`config.mk`:
```
export PLATFORM = sky130hd
export DESIGN_NAME = cassette_saver
export DESIGN_NICKNAME = d
export VERILOG_FILES = /design/src/rtl/oric_tap_pkg.sv /design/src/rtl/tap_hdr_byte.sv /design/src/rtl/cassette_saver.sv
export SDC_FILE = /design/constraint.sdc
export NUM_CORES = 1
export LEC_CHECK = 0
export BUFFER_PORTS_ARGS = -buffer_cell sky130_fd_sc_hd__buf_2
export CORE_UTILIZATION = 50
export CTS_BUF_LIST = sky130_fd_sc_hd__clkbuf_8
export DETAILED_ROUTE_END_ITERATION = 8
export HOLD_SLACK_MARGIN = 0.12
export PLACE_DENSITY = 0.74
export RECOVER_POWER = 100
export SLEW_MARGIN = 30
export SYNTH_ARGS = -nofsm -noshare
export SYNTH_HDL_FRONTEND = slang
export SYNTH_SLANG_ARGS = --single-unit
```
`constraint.sdc`:
```
create_clock -name clk -period 2.6 [get_ports clk]
set_clock_uncertainty 0.05 [all_clocks]
set_input_delay 0.78 -clock clk [delete_from_list [all_inputs] [get_ports clk]]
set_output_delay 0.78 -clock clk [all_outputs]
set_load 0.005 [all_outputs]
```
`src/rtl/oric_tap_pkg.sv`:
```
`default_nettype none
// +--------------------------------------------------------------------------+
// | Package   : oric_tap_pkg                                                  |
// | Purpose   : Shared constants and state encoding for the Oric .TAP image   |
// |             writer (cassette_saver) and its header-byte mux.              |
// | Contents  : TAP byte constants, header field indices, saver state enum.   |
// | Macro     : CASSETTE_SAVER_CHECKSUM_EN adds the ST_CSUM state.            |
// | Revision  : 1.0  initial release                                          |
// +--------------------------------------------------------------------------+
package oric_tap_pkg;

  // Fixed bytes of a .TAP image
  localparam logic [7:0] TAP_SYNC       = 8'h16;
  localparam logic [7:0] TAP_MARK       = 8'h24;
  localparam logic [7:0] TAP_AUTORUN    = 8'hC7;
  localparam logic [7:0] TAP_TYPE_BASIC = 8'h00;
  localparam logic [7:0] TAP_TYPE_MC    = 8'h80;

  // Header field positions following the 0x24 marker
  localparam logic [3:0] HDR_RES0     = 4'd0;
  localparam logic [3:0] HDR_RES1     = 4'd1;
  localparam logic [3:0] HDR_TYPE     = 4'd2;
  localparam logic [3:0] HDR_AUTORUN  = 4'd3;
  localparam logic [3:0] HDR_END_HI   = 4'd4;
  localparam logic [3:0] HDR_END_LO   = 4'd5;
  localparam logic [3:0] HDR_START_HI = 4'd6;
  localparam logic [3:0] HDR_START_LO = 4'd7;
  localparam logic [3:0] HDR_PAD      = 4'd8;
  localparam logic [3:0] HDR_LAST     = HDR_PAD;

  typedef enum logic [3:0] {
    ST_IDLE  = 4'd0,
    ST_SYNC  = 4'd1,
    ST_MARK  = 4'd2,
    ST_HDR   = 4'd3,
    ST_NAME  = 4'd4,
    ST_NTERM = 4'd5,
    ST_RD    = 4'd6,
    ST_DATA  = 4'd7,
`ifdef CASSETTE_SAVER_CHECKSUM_EN
    ST_CSUM  = 4'd8,
`endif
    ST_DONE  = 4'd9
  } saver_state_t;

endpackage : oric_tap_pkg
`default_nettype wire

```
`src/rtl/tap_hdr_byte.sv`:
```
`default_nettype none
// +--------------------------------------------------------------------------+
// | Module    : tap_hdr_byte                                                  |
// | Purpose   : Combinational mux returning the .TAP header byte for a given  |
// |             field index from the fields latched at save start.            |
// | Ports     : hdr_idx    in  4   header field index (0..8)                  |
// |             file_type  in  8   program type byte                          |
// |             autorun    in  1   1 -> 0xC7 autorun flag, else 0x00          |
// |             start_addr in 16   first RAM address                          |
// |             end_addr   in 16   last RAM address (inclusive)               |
// |             hdr_byte   out 8   header byte for hdr_idx                    |
// | Macro     : none                                                          |
// | Revision  : 1.0  initial release                                          |
// +--------------------------------------------------------------------------+
module tap_hdr_byte
  import oric_tap_pkg::*;
(
  input  logic [3:0]  hdr_idx,
  input  logic [7:0]  file_type,
  input  logic        autorun,
  input  logic [15:0] start_addr,
  input  logic [15:0] end_addr,
  output logic [7:0]  hdr_byte
);

  always_comb begin
    hdr_byte = 8'h00;
    case (hdr_idx)
      HDR_RES0,
      HDR_RES1:     hdr_byte = 8'h00;
      HDR_TYPE:     hdr_byte = file_type;
      HDR_AUTORUN:  hdr_byte = autorun ? TAP_AUTORUN : 8'h00;
      HDR_END_HI:   hdr_byte = end_addr[15:8];
      HDR_END_LO:   hdr_byte = end_addr[7:0];
      HDR_START_HI: hdr_byte = start_addr[15:8];
      HDR_START_LO: hdr_byte = start_addr[7:0];
      HDR_PAD:      hdr_byte = 8'h00;
      default:      hdr_byte = 8'h00;
    endcase
  end

endmodule : tap_hdr_byte
`default_nettype wire

```
`src/rtl/cassette_saver.sv`:
```
`default_nettype none
// +--------------------------------------------------------------------------+
// | Module    : cassette_saver                                                |
// | Purpose   : On a save request, reads an Oric RAM range and streams a      |
// |             complete .TAP image: sync bytes, marker, header, filename,    |
// |             terminator and program body (optional checksum trailer).      |
// | Ports     : clk, reset_n            clock, async active-low reset         |
// |             save_start              one-cycle request (IDLE only)         |
// |             file_type, autorun_en   header type / autorun selection       |
// |             start_addr, end_addr    inclusive RAM range                   |
// |             name_in                 filename, byte 0 in [7:0], NUL ends   |
// |             ram_addr/ram_rd/ram_ack/ram_din   RAM read port            |
// |             out_valid/out_ready/out_data/out_offset/out_last  stream      |
// |             busy, done, error       status                                |
// | Macro     : CASSETTE_SAVER_CHECKSUM_EN appends a mod-256 body sum byte.   |
// | Revision  : 1.0  initial release                                          |
// +--------------------------------------------------------------------------+
module cassette_saver
  import oric_tap_pkg::*;
#(
  parameter int SYNC_COUNT = 3,   // 1..255
  parameter int NAME_LEN   = 16
) (
  input  logic                  clk,
  input  logic                  reset_n,
  input  logic                  save_start,
  input  logic [7:0]            file_type,
  input  logic                  autorun_en,
  input  logic [15:0]           start_addr,
  input  logic [15:0]           end_addr,
  input  logic [8*NAME_LEN-1:0] name_in,
  output logic [15:0]           ram_addr,
  output logic                  ram_rd,
  input  logic                  ram_ack,
  input  logic [7:0]            ram_din,
  output logic                  out_valid,
  input  logic                  out_ready,
  output logic [7:0]            out_data,
  output logic [24:0]           out_offset,
  output logic                  out_last,
  output logic                  busy,
  output logic                  done,
  output logic                  error
);

  localparam int NIDX_W = (NAME_LEN > 1) ? $clog2(NAME_LEN) : 1;
  localparam logic [7:0]        c_sync_last = 8'(SYNC_COUNT - 1);
  localparam logic [NIDX_W-1:0] c_name_last = NIDX_W'(NAME_LEN - 1);

  saver_state_t r_state;
  saver_state_t w_state_nxt;

  logic [15:0]           r_start;
  logic [15:0]           r_end;
  logic [15:0]           r_addr;
  logic [7:0]            r_type;
  logic                  r_auto;
  logic [8*NAME_LEN-1:0] r_name;     // shifts right one byte per name byte sent
  logic [NIDX_W-1:0]     r_nidx;
  logic [7:0]            r_cnt;      // sync byte count, then header index
  logic [7:0]            r_data;
  logic [24:0]           r_offset;
  logic                  r_error;
`ifdef CASSETTE_SAVER_CHECKSUM_EN
  logic [7:0]            r_sum;
`endif

  logic       w_accept;
  logic       w_reject;
  logic       w_xfer;
  logic       w_at_end;
  logic       w_name_end;
  logic [7:0] w_name_next;
  logic [7:0] w_hdr_byte;

  assign ram_addr   = r_addr;
  assign out_offset = r_offset;
  assign error      = r_error;
  assign w_xfer     = out_valid && out_ready;
  // Compare before increment so an end address of 0xFFFF never wraps
  assign w_at_end   = (r_addr == r_end);

  // Look-ahead at the byte after the one currently on the stream
  generate
    if (NAME_LEN > 1) begin : g_name_next
      assign w_name_next = r_name[15:8];
    end else begin : g_name_single
      assign w_name_next = 8'h00;
    end
  endgenerate

  assign w_name_end = (r_nidx == c_name_last) || (w_name_next == 8'h00);

  tap_hdr_byte u_hdr (
    .hdr_idx    (r_cnt[3:0]),
    .file_type  (r_type),
    .autorun    (r_auto),
    .start_addr (r_start),
    .end_addr   (r_end),
    .hdr_byte   (w_hdr_byte)
  );

  // State register
  always_ff @(posedge clk or negedge reset_n) begin
    if (!reset_n) begin
      r_state <= ST_IDLE;
    end else begin
      r_state <= w_state_nxt;
    end
  end

  // Next-state and stream/RAM outputs
  always_comb begin
    w_state_nxt = r_state;
    w_accept    = 1'b0;
    w_reject    = 1'b0;
    out_valid   = 1'b0;
    out_data    = 8'h00;
    out_last    = 1'b0;
    ram_rd      = 1'b0;
    busy        = 1'b1;
    done        = 1'b0;
    case (r_state)
      ST_IDLE: begin
        busy = 1'b0;
        if (save_start) begin
          if (end_addr < start_addr) begin
            w_reject = 1'b1;
          end else begin
            w_accept    = 1'b1;
            w_state_nxt = ST_SYNC;
          end
        end
      end
      ST_SYNC: begin
        out_valid = 1'b1;
        out_data  = TAP_SYNC;
        if (out_ready && (r_cnt == c_sync_last)) w_state_nxt = ST_MARK;
      end
      ST_MARK: begin
        out_valid = 1'b1;
        out_data  = TAP_MARK;
        if (out_ready) w_state_nxt = ST_HDR;
      end
      ST_HDR: begin
        out_valid = 1'b1;
        out_data  = w_hdr_byte;
        if (out_ready && (r_cnt == {4'b0000, HDR_LAST})) begin
          // An empty name skips straight to the terminator
          w_state_nxt = (r_name[7:0] == 8'h00) ? ST_NTERM : ST_NAME;
        end
      end
      ST_NAME: begin
        out_valid = 1'b1;
        out_data  = r_name[7:0];
        if (out_ready && w_name_end) w_state_nxt = ST_NTERM;
      end
      ST_NTERM: begin
        out_valid = 1'b1;
        out_data  = 8'h00;
        if (out_ready) w_state_nxt = ST_RD;
      end
      ST_RD: begin
        ram_rd = 1'b1;
        if (ram_ack) w_state_nxt = ST_DATA;
      end
      ST_DATA: begin
        out_valid = 1'b1;
        out_data  = r_data;
`ifdef CASSETTE_SAVER_CHECKSUM_EN
        if (out_ready) w_state_nxt = w_at_end ? ST_CSUM : ST_RD;
`else
        out_last  = w_at_end;
        if (out_ready) w_state_nxt = w_at_end ? ST_DONE : ST_RD;
`endif
      end
`ifdef CASSETTE_SAVER_CHECKSUM_EN
      ST_CSUM: begin
        out_valid = 1'b1;
        out_data  = r_sum;
        out_last  = 1'b1;
        if (out_ready) w_state_nxt = ST_DONE;
      end
`endif
      ST_DONE: begin
        busy        = 1'b0;
        done        = 1'b1;
        w_state_nxt = ST_IDLE;
      end
      default: begin
        busy        = 1'b0;
        w_state_nxt = ST_IDLE;
      end
    endcase
  end

  // Datapath: latched request fields, counters, RAM data and offset
  always_ff @(posedge clk or negedge reset_n) begin
    if (!reset_n) begin
      r_start  <= 16'h0000;
      r_end    <= 16'h0000;
      r_addr   <= 16'h0000;
      r_type   <= 8'h00;
      r_auto   <= 1'b0;
      r_name   <= '0;
      r_nidx   <= '0;
      r_cnt    <= 8'h00;
      r_data   <= 8'h00;
      r_offset <= 25'd0;
      r_error  <= 1'b0;
`ifdef CASSETTE_SAVER_CHECKSUM_EN
      r_sum    <= 8'h00;
`endif
    end else begin
      r_error <= w_reject;

      if (w_xfer) r_offset <= r_offset + 25'd1;

      if (w_accept) begin
        r_start  <= start_addr;
        r_end    <= end_addr;
        r_addr   <= start_addr;
        r_type   <= file_type;
        r_auto   <= autorun_en;
        r_name   <= name_in;
        r_nidx   <= '0;
        r_cnt    <= 8'h00;
        r_offset <= 25'd0;
`ifdef CASSETTE_SAVER_CHECKSUM_EN
        r_sum    <= 8'h00;
`endif
      end

      case (r_state)
        ST_SYNC: begin
          // Counter is reused as the header index once sync is done
          if (w_xfer) r_cnt <= (r_cnt == c_sync_last) ? 8'h00 : r_cnt + 8'd1;
        end
        ST_HDR: begin
          if (w_xfer) r_cnt <= r_cnt + 8'd1;
        end
        ST_NAME: begin
          if (w_xfer) begin
            r_name <= r_name >> 8;
            r_nidx <= r_nidx + 1'b1;
          end
        end
        ST_RD: begin
          if (ram_ack) r_data <= ram_din;
        end
        ST_DATA: begin
          if (w_xfer) begin
`ifdef CASSETTE_SAVER_CHECKSUM_EN
            r_sum <= r_sum + r_data;
`endif
            if (!w_at_end) r_addr <= r_addr + 16'd1;
          end
        end
        default: ;
      endcase
    end
  end

endmodule : cassette_saver
`default_nettype wire
```
[Yosys cells after proc, flatten, opt, wreduce, memory -nomap -nowiden]
Index checks and enable logic that the tools add are counted.
Cells by class
  eq/ne operators: 27
  $add $sub $neg: 4
  order comparisons: 1
  multiplexer cells: 43
  reduce and logical (&&, ||, !) cells: 13
Operators with widths (count)
  two-way mux 128 bit: 3
  two-way mux 16 bit: 4
  two-way mux 4 bit: 13
  two-way mux 25 bit: 2
  one-hot mux 8 bit (6 select lines): 1
  two-way mux 8 bit: 5
  one-hot mux 8 bit (5 select lines): 1
  equality test 4 x 3 -> 1 bit, second input constant: 8
  one-hot mux 4 bit (8 select lines): 1
  adder 25 x 1 -> 25 bit, second input constant: 1
  inequality test 2 bit, second input constant: 9
  adder 16 x 1 -> 16 bit, second input constant: 1
  equality test 16 bit: 1
  equality test 4 x 2 -> 1 bit, second input constant: 4
  logical NOT 8 bit: 2
  less-than comparator 16 bit: 1
  one-hot mux 8 bit (2 select lines): 1
  two-way mux 1 bit: 12
  AND reduction 9 bit: 1
  adder 8 x 1 -> 8 bit, second input constant: 1
  equality test 4 bit, second input constant: 2
  equality test 8 x 2 -> 1 bit, second input constant: 1
  equality test 8 x 4 -> 1 bit, second input constant: 1
  OR reduction 7 bit: 1
  other kinds (8): 11
Storage, ports and cells
  input bits: 182
  word-level logic and storage cells: 100
  bits in registers: 235
  output and inout port bits: 55

[Logic depth before layout (Yosys ltp)]
Gate-level depths: netlist (run 1).
  depth after elaboration: 8
  mapped depth: 10
  mapped depth without buffers: 8

[Cells and area by module]
Synthesis (run 1) repeated with hierarchy kept, for this count alone.
Second synthesis, totals
  cells, all modules: 1123
  area total of the unflattened synthesis: 11767.5 um2
By module, submodules not included
  cassette_saver: instances 1, seq. area each 5880.6 um2, cells each 1075, area an instance 11353.4 um2
  tap_hdr_byte: instances 1, seq. area each 0.0 um2, cells each 48, area an instance 414.1 um2

[Worst setup path before layout (run 1)]
Ideal clock, no wire load.
  path kind: input to register
  start: in start_addr[11]
  end: reg r_name[18]
  required time: 2.432 ns
  data arrival time: 2.630 ns
  path buffers: 2
  cell stages on the path: 10
  path slack: -0.198 ns
  library setup time: 0.118 ns
  path through: inv_1 ha_1 and2_1 a221o_1 a21o_1 o21a_2 buf_6 buf_6 a22o_1 a21o_1
On the way
  word-level cells in the longest chain between the ends: 7
RTL lines
  from (decl): RTL line cassette_saver.sv:29  | input logic [15:0] start_addr,
  less-than comparator 16 bit (*): RTL line cassette_saver.sv:127  | if (end_addr < start_addr) begin
  two-way mux 1 bit (*): RTL line cassette_saver.sv:127
  two-way mux 1 bit (*): RTL line cassette_saver.sv:126  | if (save_start) begin
  two-way mux 1 bit (*): RTL line cassette_saver.sv:123  | case (r_state)
  two-way mux 128 bit (*): RTL line cassette_saver.sv:219  | if (w_accept) begin
  two-way mux 128 bit: RTL line cassette_saver.sv:243  | if (w_xfer) begin
  two-way mux 128 bit (*): RTL line cassette_saver.sv:234  | case (r_state)
  to (signal assigned): RTL line cassette_saver.sv:225  | r_name <= name_in;
  to (signal assigned): RTL line cassette_saver.sv:244  | r_name <= r_name >> 8;
  to (decl): RTL line cassette_saver.sv:58  | logic [8*NAME_LEN-1:0] r_name;
Every way passes the cells marked *; elsewhere a longest branch is shown, timed or not.
A chain may end at the register's enable or synchronous reset.

[Final worst setup path (run 1)]
  start: reg r_end[3]
  end: out out_last
On the way
  word-level cells in the longest chain between the ends: 2
RTL lines
  from (decl): RTL line cassette_saver.sv:54  | logic [15:0] r_end;
  from (signal assigned): RTL line cassette_saver.sv:221  | r_end <= end_addr;
  equality test 16 bit: RTL line cassette_saver.sv:81  | assign w_at_end = (r_addr == r_end);
  two-way mux 1 bit: RTL line cassette_saver.sv:123
  to (decl): RTL line cassette_saver.sv:40  | output logic out_last,
No other way between the ends.

==> results of run 1 <==
synth_stat cells (10+ instances only):
cell type	n
a21o_1	124
a31oi_1	12
buf_6	21
nand3_1	31
nor3_1	23
nor2_1	53
xor2_1	32
a22o_1	120
a21oi_1	31
nand2_1	148
ha_1	22
clkbuf_1	28
a211oi_1	10
and2_1	11
buf_2	21
inv_1	25
dfrtp_1	235
nand4_1	12
o21ai_0	30
a22oi_1	18
and3_1	14
worst max-delay path, cell delays in order (launching register included):
cell and delay [ns]:
dfrtp_1 0.42, xor2_1 0.16, nor4_2 0.32, nand4_1 0.30
or3_4 0.43, inv_4 0.07, buf_6 0.09
metrics by stage:
stage	hold WS, ns	setup TNS, ns
after global placement	0.408	-77.90
final	0.388	-17.22
after CTS	0.362	-3.75
after global routing	0.383	-44.10
after detailed placement	0.416	-81.47
after floorplan	0.395	-1.38
power groups by stage:
| stage | Clock, mW | Combinational (mW) | Sequential (mW) |
|---|---|---|---|
| floorplan | 0 | 2.22 | 5.99 |
| global placement | 0 | 3.59 | 6.29 |
| detailed placement | 0 | 3.72 | 6.33 |
| CTS | 3.39 | 4.00 | 6.34 |
| global route | 3.56 | 4.55 | 6.52 |
| finish | 3.31 | 4.14 | 6.39 |
worst paths after layout:
kind | start | to | slack, ns
setup / recovery | r_end[3] | out_last | -0.55
hold / removal | file_type[0] | r_type[0] | 0.39
min in group asynchronous | reset_n | r_data[0] | 1.19
max in group asynchronous | reset_n | r_name[98] | 0.16
setup reg to reg | r_cnt[0] | r_state[2] | 0.10
hold reg to reg | r_name[103] | r_name[103] | 0.42
what timing repair did:
item                                    CTS  global route
endpoints found under the setup margin   14            26
hold buffers                              1             0
gates cloned                              0             1
hold endpoints to repair                 24             0
pin swaps                                20            24
gates resized for setup                  57            27
setup buffers                             2             7
placed cells by master (no fill, tap or decap), drive strengths merged, types with 3 or more instances in the layout:
cell / count
mux2: 10
or2: 4
nand2b: 4
clkinv: 3
nor3b: 3
o22ai: 9
nand4: 12
xor2: 33
inv: 37
xnor2: 7
a31oi: 12
a21o: 124
a22oi: 18
and2: 11
a311oi: 3
o21a: 3
nand3: 31
nor2: 54
or3: 7
and3: 14
diode: 5
a21oi: 31
o21ai: 32
ha: 22
o31ai: 4
nor4: 9
dfrtp: 235
a211oi: 10
a32oi: 3
and4: 4
o221a: 5
a22o: 120
nand2: 148
buf: 323
nor3: 23
clkbuf: 87
kinds of logic (layout without fill, tap and decap cells):
family / after synthesis / after routing / synth area share, %
flip-flops: 235 / 235 / 50.2
XOR/XNOR: 40 / 40 / 3.06
adder cells (fa/ha/maj): 22 / 22 / 2.35
buffers and inverters: 104 / 454 / 5.04
multiplexers: 12 / 12 / 1.13
AO/OA/AOI/OAI: 391 / 391 / 25.4
other: 0 / 5 / 0
AND/OR/NAND/NOR: 328 / 328 / 12.8
layout make-up:
type / instances / area [µm²] / area share, %
flip-flops and latches: 235 / 5890 / 39.2
multi-input cells: 793 / 5590 / 37.2
repair buffers: 362 / 2250 / 14.9
clock buffers: 50 / 688 / 4.58
well taps: 313 / 392 / 2.61
inverters: 25 / 109 / 0.724
clock inverters: 17 / 103 / 0.683
diodes: 5 / 12.5 / 0.0833
sequential cells by signal (all words and copies together) (netlist names):
register,cells
r_data,8
out_offset,25
ram_addr,16
r_name,128
r_end,16
error,1
r_nidx,4
r_type,8
r_auto,1
r_state,4
r_start,16
r_cnt,8
metal layers:
| layer | global-route usage, % | up-vias |
|---|---|---|
| met5 | 0 | - |
| met4 | 8.11 | 4 |
| met3 | 4.82 | 64 |
| met2 | 43.4 | 414 |
| met1 | 40.2 | 5086 |
| li1 | - | 4797 |
==> impl_metrics.yaml, run 1 <==
outcome:
  status: "finished, violations left"
  violations: "capacitance limit, setup timing"
sta:
  finalCriticalPeriod_ns: 3.15
  hold_violations: 0
  setup_viol: 188
  rsz0062_at_grt: "true"
  relSlewSlack_pct: 0.450
  setup_ws_ns: -0.550
  tightest_slew_ns: 1.49
  fmax_mhz: 318
  period_share_pct: 121
  maxSlewViolCount: 0
synth:
  yosys_register_bits: 235
  syn_inst: 1132
  synth_edf_count: 0
  netlist.area_leader.share_pct: 50.2
  synth_nets: 1336
  ys_top_cells_by_area: "dfrtp_1 50%, a22o_1 9.0%, a21o_1 7.9%"
  synth.distinct_cells: 64
  synth_area_mm2: 0.0117
  ys_warn_count: 0
  seq_area_frac_synth_pct: 50.2
  avgSynthCellArea_um2: 10.3
  synth_async_sr_flop_share_pct: 100
  yosys.area.top_type: "dfrtp_1"
  ys_dominant_reg_cell: "dfrtp_1"
final_layout:
  layout.nets: 1661
  fin_area_mm2: 0.0150
  final_util_pct: 66.0
  stdcell_count: 1800
  drive_gt1_share_pct: 32.0
  syn_to_final_growth_pct: 28.3
  nFillCells: 1830
drt:
  drt_iter0_markers: 762
  num_vias: 10400
  avgRoutedWirePerCell_um: 18.8
  wl_met2_um: 15700
  wl_met3_um: 2360
  drc: 0
  wl_um: 33800
  ant_nets: 0
  dr.max_layer_used: "met5"
  wirelength_met1_um: 15100
  first_pass_iters: 6
  routed_via_density: 5.76
global_routing:
  grtUsageTotal_pct: 27.9
  grt_max_degree: 71
  grt_overflow: 0
  grt_pass1_wl_um: 53000
  grt_pass1_vias: 10000
  antenna_found_initial: 7
clock_tree:
  cts.reportedPaths.clkPinSlew_ns: 0.07
  cts_tree: "done"
  clock_latency_ns: 0.53
  clkSinkCount: 235
  htree_num_levels: 2
  cts_buffers: 40
  cts_buffer_depth: 3
  cts_root_buffer: "clkbuf_8"
min_path:
  hold_class: "input pin to flop"
  whs_path_depth: 3
power_and_ir_drop:
  p_switching_mw: 4.70
  p_int_mw: 9.13
  power_mw: 13.8
  power_density_mw_per_mm2: 921
  p_seq_share_pct: 46.1
  p_clk_share_pct: 23.9
  power_frac_comb_pct: 30.0
  sw_frac_of_total_pct: 34.0
  peakVddDrop_uv: 595
  p_leak_nw: 8.00
run:
  cap_violations: 1
critical_path:
  critPathKind: "flop to primary output"
  worstPathRequired_ns: 1.77
  reg2regPathDepth: 9
  arrival_ns: 2.32
  start_kind: "flop"
  cp_max_fo: 2
  crit_path_end_kind: "primary output"
place:
  pre_cts_slack_ns: -0.471
  gp_congestion: 0.903
  place_hpwl_um: 23700
  dp_cells: 1718
  portBuffers: 236
  place_area_mm2: 0.0139
die:
  dieArea_mm2: 0.0240
  die-width_um: 155
  die_h_um: 155
  boundaryPins: 237
  start_util_pct: 51.4
  num_rows: 55
  core_mm2: 0.0228
Power figures use the tool's default switching activity.
==> run 2: changes to the inputs <==
RECOVER_POWER = 25   (was 100)
==> impl_metrics.yaml, run 2 (same netlist as run 1, synthesis figures left out) <==
sta:
  finalCriticalPeriod_ns: 3.21
  finalSetupTns_ns: -3.72
  setup_ws_ns: -0.606
  relSlewSlack_pct: -0.129
  rsz0062_at_grt: "true"
  maxSlewViolCount: 25
  setup_viol: 9
  period_share_pct: 123
  hold_violations: 0
  fmax_mhz: 312
  tightest_slew_ns: 1.50
critical_path:
  worstReg2RegEnd: "ram_addr[14]"
  reg2regPathDepth: 7
  start_kind: "flop"
  r2r-start: "r_end[3]"
  worst_path_largest_cell_delay_ns: 0.44
  path_delay_family: "simple AND/OR/NAND/NOR gates"
  critPathKind: "flop to primary output"
  cp_num_buf_inv: 2
  crit_path_end_kind: "primary output"
  arrival_ns: 2.38
  cp_max_fo: 2
  critPathSlowestCell: "or3_4"
  r2r_slack_ns: 0.07
  cp_cell_sequence: "xor2_1 -> nor4_2 -> nand4_1 -> or3_4 -> inv_4 -> buf_6"
  worstPathRequired_ns: 1.77
final_layout:
  largest_reg_flops: 128
  layout_common_cells: "234 x buf_2, 231 x dfrtp_1, 148 x nand2_1"
  syn_to_final_growth_pct: 29.6
  top_register: "r_name"
  nFillCells: 1787
  mostFrequentLayoutCell: "buf_2"
  layout.nets: 1661
  drive_gt1_share_pct: 34.1
global_routing:
  grt_pass1_vias: 10000
  antenna_found_initial: 7
  grtUsageTotal_pct: 27.9
  grt_pass1_wl_um: 53000
  grt_overflow: 0
  grt_max_degree: 71
power_and_ir_drop:
  p_clk_share_pct: 23.7
  p_switching_mw: 4.71
  p_int_mw: 9.22
  power_frac_comb_pct: 30.4
  power_mw: 13.9
  p_seq_share_pct: 45.9
  power_density_mw_per_mm2: 918
  peakVddDrop_uv: 595
  p_leak_nw: 8.12
  sw_frac_of_total_pct: 33.8
clock_tree:
  clock_latency_ns: 0.53
  clkSinkCount: 235
  cts.reportedPaths.clkPinSlew_ns: 0.07
  cts_tree: "done"
  cts_buffer_depth: 3
  cts_buffers: 40
  htree_num_levels: 2
  cts_root_buffer: "clkbuf_8"
die:
  core_mm2: 0.0228
  dieArea_mm2: 0.0240
  num_rows: 55
  die-width_um: 155
  start_util_pct: 51.4
  die_h_um: 155
  boundaryPins: 237
min_path:
  min_from: "file_type[0]"
  hold_class: "input pin to flop"
  hold_end: "r_type[0]"
  whs_path_depth: 3
run:
  cap_violations: 1
drt:
  avgRoutedWirePerCell_um: 18.8
  num_vias: 10400
  drt_iter0_markers: 786
  routed_via_density: 5.77
  first_pass_iters: 5
  wl_um: 33800
  ant_nets: 0
  drc: 0
outcome:
  violations: "capacitance limit, slew limit, setup timing"
  status: "finished, violations left"
place:
  portBuffers: 236
  place_hpwl_um: 23700
  gp_congestion: 0.903
-- run 2: power groups by stage --
stage	logic [mW]	clock network, mW	registers, mW
finish	4.23	3.31	6.39
global route	4.64	3.56	6.53
CTS	4.00	3.39	6.34
detailed placement	3.72	0	6.33
global placement	3.59	0	6.29
floorplan	2.22	0	5.99
-- run 2: worst reg2reg max path: stages (launching register included) --
cell and delay, ns:
dfrtp_1 0.42, xor2_1 0.16, nor4_2 0.34, nand4_1 0.32
buf_4 0.27, and2_2 0.34, a32o_1 0.30, nor3_1 0.21
-- run 2: cell type report --
type	count	area (µm²)	area share, %
Multi-Input combinational cell	793	5630	37.1
Clock inverter	17	103	0.676
Antenna cell	5	12.5	0.0824
Sequential cell	235	5890	38.8
Timing Repair Buffer	362	2360	15.6
Clock buffer	50	688	4.53
Tap cell	313	392	2.58
Inverter	25	109	0.717
-- run 2: routing by layer --
layer  vias to the layer above  track usage [%]  wire length (µm)  share of wire [%]
li1                       4794                -                 -                  -
met1                      5125             40.2             15000                 44
met2                       401             43.4             15800                 47
met3                        63             4.82              2320                6.9
met4                         4             8.11               659                1.9
met5                         -                0                26              0.077
-- run 2: stage by stage --
stage	hold WS (ns)	util, %	cells	area [µm²]	setup WS (ns)
2_1_floorplan	0.395	-	1132	11800	-0.0241
4_1_cts	0.362	65.8	1788	15000	-0.591
6_report	0.387	66.6	1800	15200	-0.606
3_5_place_dp	0.416	61.2	1718	13900	-0.471
5_1_grt	0.383	66.6	1799	15200	-0.585
3_3_place_gp	0.408	61.2	1718	13900	-0.451
-- run 2: how the worst max path moves through the flow --
stage	from	to	slack, ns	cells after the start
6_report	r_end[3]	out_last	-0.61	6
5_1_grt	r_end[3]	out_last	-0.58	6
4_1_cts	r_end[3]	out_last	-0.59	6
3_5_place_dp	start_addr[1]	r_name[96]	-0.47	10
3_3_place_gp	start_addr[1]	r_name[78]	-0.45	10
2_1_floorplan	end_addr[9]	r_name[18]	-0.02	9
-- run 2: what timing repair did --
action,4_1_cts,5_1_grt
hold buffers,1,0
pin swaps,20,24
setup buffers,2,7
setup endpoints to repair,14,26
gates resized for setup,57,27
gates cloned,0,1
endpoints found under the hold margin,24,0
